$ cat src/rtl/so3s_otfc_seq.sv
// so3s_otfc_seq -- on-the-fly converter from MSD-first signed-digit
// (redundant binary) input to two's complement output.
//
// Each lane keeps Q and QM = Q - 2^(N_DIGITS-j). These are updated only by
// OR-ing one bit or copying between the two registers, so there is no carry
// chain. All lanes share one FSM, one digit counter and one handshake.
//
// Ports
//   clk, rst        clock (rising edge), asynchronous active-high reset
//   start           begin a conversion (IDLE, or DONE while out_ready=1)
//   flush           end the current conversion early; remaining digits are 0
//   in_valid/ready  digit beat handshake, x carries one digit per lane
//   out_valid/ready result handshake, q/qm hold per-lane Q and QM
//   busy            conversion in progress or result pending
//   err             sticky: a lane saw the illegal digit plus=minus=1
//   digit_cnt       number of digits consumed so far
package rbr_pkg;
  typedef struct packed {
    logic plus;
    logic minus;
  } signed_digit;
endpackage

module so3s_otfc_seq #(
  parameter int N_DIGITS = 8,
  parameter int WIDTH    = 10,
  parameter int LANES    = 1
) (
  input  logic                                clk,
  input  logic                                rst,
  input  logic                                start,
  input  logic                                flush,
  input  logic                                in_valid,
  output logic                                in_ready,
  input  rbr_pkg::signed_digit [LANES-1:0]    x,
  output logic                                out_valid,
  input  logic                                out_ready,
  output logic [LANES*WIDTH-1:0]              q,
  output logic [LANES*WIDTH-1:0]              qm,
  output logic                                busy,
  output logic                                err,
  output logic [$clog2(N_DIGITS+1)-1:0]       digit_cnt
);

  localparam int CNT_W = $clog2(N_DIGITS + 1);
  localparam logic [WIDTH-1:0] LOW_MASK = WIDTH'((64'd1 << N_DIGITS) - 64'd1);
  // QM starts at -2^N_DIGITS: all bits above the digit field set.
  localparam logic signed [WIDTH-1:0] QM_INIT = ~LOW_MASK;

  typedef enum logic [1:0] {IDLE, CONV, DONE} state_t;

  typedef struct packed {
    logic signed [WIDTH-1:0] q;
    logic signed [WIDTH-1:0] qm;
    logic                    bad;
  } step_t;

  state_t state, state_nxt;

  logic signed [WIDTH-1:0] q_r   [LANES];
  logic signed [WIDTH-1:0] qm_r  [LANES];
  step_t                   nxt   [LANES];
  logic [CNT_W-1:0]        cnt_r;
  logic                    err_r;
  logic [WIDTH-1:0]        pos;
  logic                    start_acc;
  logic                    beat;
  logic                    last_beat;
  logic                    any_bad;

  // One conversion step for one lane. The illegal digit behaves as 0 and
  // raises the bad flag.
  function automatic step_t digit_step(
    input logic signed [WIDTH-1:0] q_c,
    input logic signed [WIDTH-1:0] qm_c,
    input rbr_pkg::signed_digit    d,
    input logic [WIDTH-1:0]        p
  );
    step_t r;
    r.bad = d.plus & d.minus;
    if (d.plus && !d.minus) begin
      r.q  = q_c | p;
      r.qm = q_c;
    end else if (!d.plus && d.minus) begin
      r.q  = qm_c | p;
      r.qm = qm_c;
    end else begin
      r.q  = q_c;
      r.qm = qm_c | p;
    end
    return r;
  endfunction

  assign start_acc = start && ((state == IDLE) || (state == DONE && out_ready));
  // A concurrent flush takes precedence over the beat.
  assign beat      = (state == CONV) && in_valid && !flush;
  assign last_beat = beat && (cnt_r == CNT_W'(N_DIGITS - 1));

  // One-hot weight 2^k of the digit being consumed, k = N_DIGITS-1-cnt.
  always_comb begin
    pos = '0;
    for (int b = 0; b < N_DIGITS; b++) begin
      if (cnt_r == CNT_W'(N_DIGITS - 1 - b)) pos[b] = 1'b1;
    end
  end

  always_comb begin
    any_bad = 1'b0;
    for (int i = 0; i < LANES; i++) begin
      nxt[i]  = digit_step(q_r[i], qm_r[i], x[i], pos);
      any_bad = any_bad | nxt[i].bad;
    end
  end

  // FSM state register
  always_ff @(posedge clk or posedge rst) begin
    if (rst) state <= IDLE;
    else     state <= state_nxt;
  end

  // FSM next state
  always_comb begin
    state_nxt = state;
    case (state)
      IDLE: if (start) state_nxt = CONV;
      CONV: if (flush || last_beat) state_nxt = DONE;
      DONE: if (out_ready) state_nxt = start ? CONV : IDLE;
      default: state_nxt = IDLE;
    endcase
  end

  // FSM outputs
  always_comb begin
    in_ready  = 1'b0;
    out_valid = 1'b0;
    busy      = 1'b0;
    case (state)
      CONV: begin
        in_ready = 1'b1;
        busy     = 1'b1;
      end
      DONE: begin
        out_valid = 1'b1;
        busy      = 1'b1;
      end
      default: ;
    endcase
  end

  // Datapath: registers only move on start or an accepted beat, so the
  // result holds in DONE and IDLE without further gating.
  always_ff @(posedge clk or posedge rst) begin
    if (rst) begin
      for (int i = 0; i < LANES; i++) begin
        q_r[i]  <= '0;
        qm_r[i] <= '0;
      end
      cnt_r <= '0;
      err_r <= 1'b0;
    end else if (start_acc) begin
      for (int i = 0; i < LANES; i++) begin
        q_r[i]  <= '0;
        qm_r[i] <= QM_INIT;
      end
      cnt_r <= '0;
      err_r <= 1'b0;
    end else if (beat) begin
      for (int i = 0; i < LANES; i++) begin
        q_r[i]  <= nxt[i].q;
        qm_r[i] <= nxt[i].qm;
      end
      cnt_r <= cnt_r + CNT_W'(1);
      if (any_bad) err_r <= 1'b1;
    end
  end

  for (genvar g = 0; g < LANES; g++) begin : g_lane
    assign q [g*WIDTH +: WIDTH] = q_r[g];
    assign qm[g*WIDTH +: WIDTH] = qm_r[g];
  end

  assign err       = err_r;
  assign digit_cnt = cnt_r;

endmodule

$ cat config.mk
export PLATFORM = sky130hd
export DESIGN_NAME = so3s_otfc_seq
export DESIGN_NICKNAME = d
export VERILOG_FILES = /design/src/rtl/so3s_otfc_seq.sv
export SDC_FILE = /design/constraint.sdc
export NUM_CORES = 1
export LEC_CHECK = 0
export CORE_ASPECT_RATIO = 0.75
export CORE_MARGIN = 10
export CORE_UTILIZATION = 40
export CTS_CLUSTER_SIZE = 25
export DETAILED_ROUTE_END_ITERATION = 8
export GPL_TIMING_DRIVEN = 0
export PLACE_DENSITY = 0.72
export SYNTH_ARGS = -nofsm -noshare
export SYNTH_HDL_FRONTEND = slang
export SYNTH_SLANG_ARGS = --single-unit
$ cat constraint.sdc
create_clock -name clk -period 2.25 [get_ports clk]
set_input_delay 0.45 -clock clk [delete_from_list [all_inputs] [get_ports clk]]
set_output_delay 0.45 -clock clk [all_outputs]
set_load 0.05 [all_outputs]
* After elaboration in Yosys (flattened, before gate mapping)
Cells that the tools add are included.
** Cells by class
- Reductions and logical operators :: 22
- Add/subtract/negate cells :: 1
- Bitwise operators :: 3
- Multiplexer cells :: 27
- Equality and inequality tests :: 13
** Operator list (number)
- 10-bit two-way mux :: 4
- 20-bit two-way mux :: 2
- 10-bit by 8-bit bitwise OR with 10-bit output :: 2
- 4-bit by 3-bit == test with 1-bit output (second input constant) :: 4
- 1-bit two-way mux :: 15
- 4-bit by 2-bit == test with 1-bit output (second input constant) :: 2
- 4-bit two-way mux :: 2
- 1-bit logical AND :: 7
- 2-bit two-way mux :: 3
- 2-bit case mux with 3 select lines :: 1
- 2-bit AND reduction :: 3
- 4-bit by 1-bit adder with 4-bit output (second input constant) :: 1
- 4-bit by 1-bit == test with 1-bit output (second input constant) :: 1
- 4-bit zero test :: 1
- 2-bit != test (second input constant) :: 2
- 2-bit nonzero test :: 2
- 1-bit zero test :: 3
- 3-bit != test (second input constant) :: 1
- 3-bit AND reduction :: 1
- 3-bit nonzero test :: 1
- 2-bit by 1-bit == test with 1-bit output (second input constant) :: 1
- 2-bit == test (second input constant) :: 1
- 2-bit zero test :: 1
- 1-bit logical OR :: 2
- other kinds (3) :: 3
** Storage, ports and cells
- Bits of input ports :: 8
- Output and inout bits :: 28
- Word-level logic and storage cells :: 71
- Bits in registers :: 27

* Longest topological paths before layout
- Depth in word-level cells :: 7
- Gate-level depth with buffers :: 7
- Gate-level depth less buffers :: 5

* Worst setup path after synthesis
No wires, ideal clock.
- Path kind :: register to register
- From :: register cnt_r[1] (netlist: digit_cnt[1])
- To :: register state[0]
- Buffers on the path :: 0
- Path slack :: 306 ps
- Stages on the path, launching flop included :: 5
- Setup time :: 125 ps
- Arrival time :: 1819 ps
- Period minus slack after synthesis :: 1944 ps
- Required time :: 2125 ps
- Path through :: dfrtp_1 -> ha_1 -> nand4b_1 -> a222oi_1 -> mux2_2
** On the way
- Word-level cells in the longest chain between the ends :: 5
** Ends and longest elaborated chain
- start: declaration :: RTL line 63 : logic [CNT_W-1:0] cnt_r;
- start signal: assignment :: RTL line 172 : cnt_r <= cnt_r + CNT_W'(1);
- 4-bit by 3-bit == test with 1-bit output :: RTL line 97 : assign last_beat = beat && (cnt_r == CNT_W'(N_DIGITS - 1));
- 1-bit logical AND :: RTL line 97
- 1-bit logical OR :: RTL line 126 : CONV: if (flush || last_beat) state_nxt = DONE;
- 2-bit by 1-bit != test with 1-bit output (no line)
- 3-bit AND reduction (no line)
- end signal: assignment :: RTL line 118 : else state <= state_nxt;
- end: declaration :: RTL line 58 : state_t state, state_nxt;
No other way between the ends.
A chain may end at the register's enable or synchronous reset.

* Worst setup path in the final report
- From :: register state[0]
- To :: output busy
** On the way
- Word-level cells in the longest chain between the ends :: 3
- Elaborated cells between the ends (all ways) :: 4
- Classes of those cells :: eq/ne: 2; mux: 1; reduce/logical: 1
** Ends and longest elaborated chain
- 2-bit == test / 2-bit by 1-bit == test with 1-bit output (equally long branches) :: RTL line 137 : case (state)
- 2-bit OR reduction (no line) *
- 1-bit two-way mux * :: RTL line 137
- end: declaration :: RTL line 40 : output logic busy,
Every way passes the cells marked *; elsewhere a longest branch is shown, timed or not.

==> out/summary.txt <==
Outcome = complete, no violations
Data required time of the worst path = 1800 ps
Via count = 1436
Hold Vio Cnt, Final = 0
Share of cells above drive strength 1 = 9.35%
Final period util = 90.8%
H-tree levels = 1
GRT Util Overall = 12.3%
Total length of routed wires = 4210 um
DRT Pass-1 Iters = 4
Non-filler cells, final = 269
1st-iter DRT viols = 107
Sequential element share of the synthesized area = 41.4%
Core area = 0.00400 mm^2
CP Max Fanout = 5
Placer Congestion = 0.848
Syn_nets = 192
Die area = 0.00706 mm^2
Post-CTS Hold Buffers = 0
# fillers = 386
Crit path arrival time = 1590 ps
Multi-input logic area = 803 um^2
Routed Antenna Nets = 0
DP HPWL = 3180 um
Worst-case vdd ir drop = 0.000617 V
Die X = 93.8 um
Clock skew = 3.34 ps
Post-synth cell types = 34
Clock Sinks = 27
Hold crit path type = reg -> reg
Syn-to-layout area delta = 28.2%
Initial antenna violation count = 0
Setup crit start kind = flop
Endpoints failing setup = 0
Routed len/inst = 15.6 um
Fin. max-slew vios = 0
Clock slew at reported path FFs = 90 ps
Nets@finish = 232
Post-detailed-route DRC marker count = 0
Worst hold slack = 546 ps
Num rows = 20
Final Core Density = 52.3%
Fin Setup TNS = 0 ps
Leak = 0.862 nW
Worst-margin pin slew = 1000 ps
Critical path class = reg -> out
Pwr Total = 2.45 mW
RSZ-0062 raised after global routing = false
Fmax = 489 MHz
Synthesized flop and latch total = 27
Synth Cell Area = 0.00163 mm^2
GR Overflow Total = 0
Pin count of the biggest net entering global routing = 28
Buffers added on ports = 35
Clock root buffer = clkbuf_8
Syn_area_per_cell = 9.33 um^2
First-pass GRT wire length = 7020 um
Vias in the first global route = 1479
CTS tree = done
Number of cells produced by synthesis = 175
Clock Path Buffers = 2
Yosys warns = 0
FF+latch area = 676 um^2
Max-slew headroom = 33.0%
Placed cell count = 265
N_diodes = 0
TritonCTS Buffers = 3
Final min period = 2040 ps
Clock Latency Late Sink = 270 ps
Power Density = 1170 mW/mm^2
Critical Path End Type = output pin
Starting Density = 40.8%
Chip height = 75.3 um
Max-Cap Viols = 0
Via/cell ratio = 5.34
IO Pins = 36
## layer usage
metal,track usage [%],wire length (um)
met4,2.35,31
met2,20.0,1970
met3,4.43,282
met5,0,0
met1,15.4,1930
## layout make-up
type                            instances  share of cell area (%)
Inverter                               23                    4.12
Clock buffer                            4                    2.15
Buffer                                 13                    3.23
Multi-Input combinational cell        112                    38.4
Timing Repair Buffer                   35                    16.6
Sequential cell                        27                    32.3
Tap cell                               55                    3.29
## synth_stat cells (all sizes together)
cell / number / area share, %
dfrtp: 27 / 41
inv: 23 / 5.3
o211ai: 15 / 6.9
nor2: 11 / 2.7
a211oi: 9 / 4.1
ha: 9 / 6.9
a21oi: 8 / 2.5
a221oi: 8 / 5.1
buf: 8 / 2.8
nand3: 7 / 2.1
nor3: 7 / 2.1
and3b: 6 / 3.2
o21ai: 6 / 1.8
clkbuf: 5 / 1.3
nand2: 5 / 1.1
nor3b: 4 / 1.8
mux2: 2 / 1.4
nor2b: 2 / 0.77
or3: 2 / 0.77
a21o: 1 / 0.46
a222oi: 1 / 0.61
a31oi: 1 / 0.38
and2: 1 / 0.38
and2b: 1 / 0.46
nand2b: 1 / 0.38
nand3b: 1 / 0.69
nand4b: 1 / 0.54
o21bai: 1 / 0.46
or2b: 1 / 0.46
xor2: 1 / 1.0
## what timing repair did
| action | in CTS | in global routing |
|---|---|---|
| gates resized for setup | 3 | 0 |
| buffers inserted | 0 | 0 |
| endpoints found under the setup margin | 3 | 0 |
## cells in the final DEF, fill, tap and decap left out, drive strengths merged, types with 8 or more instances in the layout
master,count
dfrtp,27
ha,9
a21oi,8
nor2,11
a211oi,9
buf,8
a221oi,8
clkdlybuf4s50,32
o211ai,15
clkbuf,9
inv,23
## cell families (layout without fill, tap and decap cells)
| group | Yosys count | count (layout) | synth area share (%) |
|---|---|---|---|
| AOI/OAI and AO/OA | 50 | 50 | 22.3 |
| xor gates and xnor gates | 1 | 1 | 0.996 |
| adders and majority gates | 9 | 9 | 6.90 |
| buffers and inverters | 36 | 75 | 9.42 |
| DFF | 27 | 27 | 41.4 |
| muxes | 2 | 2 | 1.38 |
| and+or+nand+nor | 50 | 50 | 17.6 |
## through the flow
stage                     instance area, um^2  worst slack [ps]
after floorplan                          1630               306
after global placement                   2050               181
after detailed placement                 2050               149
after CTS                                2090               189
after global routing                     2090               136
final                                    2090               206
## flip-flops by register name (all words and copies together) (netlist names)
| name | count |
|---|---|
| qm | 10 |
| err | 1 |
| state | 2 |
| q | 10 |
| digit_cnt | 4 |
## path summary, 6_finish.rpt
kind / start / to / cells past startpoint / slack [ps]
max: state[0] / busy / 3 / 210
min: err / err / 2 / 550
max reg2reg: state[1] / q[1] / 7 / 390
min reg2reg: err / err / 2 / 550
max in group asynchronous: rst / digit_cnt[3] / 2 / 920
min in group asynchronous: rst / digit_cnt[2] / 2 / 720
## where the power goes
group / switching [mW] / internal (mW) / total (mW)
sequential: 0.134 / 0.620 / 0.754
clock: 0.150 / 0.127 / 0.277
combinational: 0.948 / 0.472 / 1.42
## critical path, cell delays in order, from the launching register on
cell and delay, ps:
dfrtp_1 430, inv_1 90, ha_1 280, dlygate4sd2_1 520
Power figures use the tool's default switching activity.
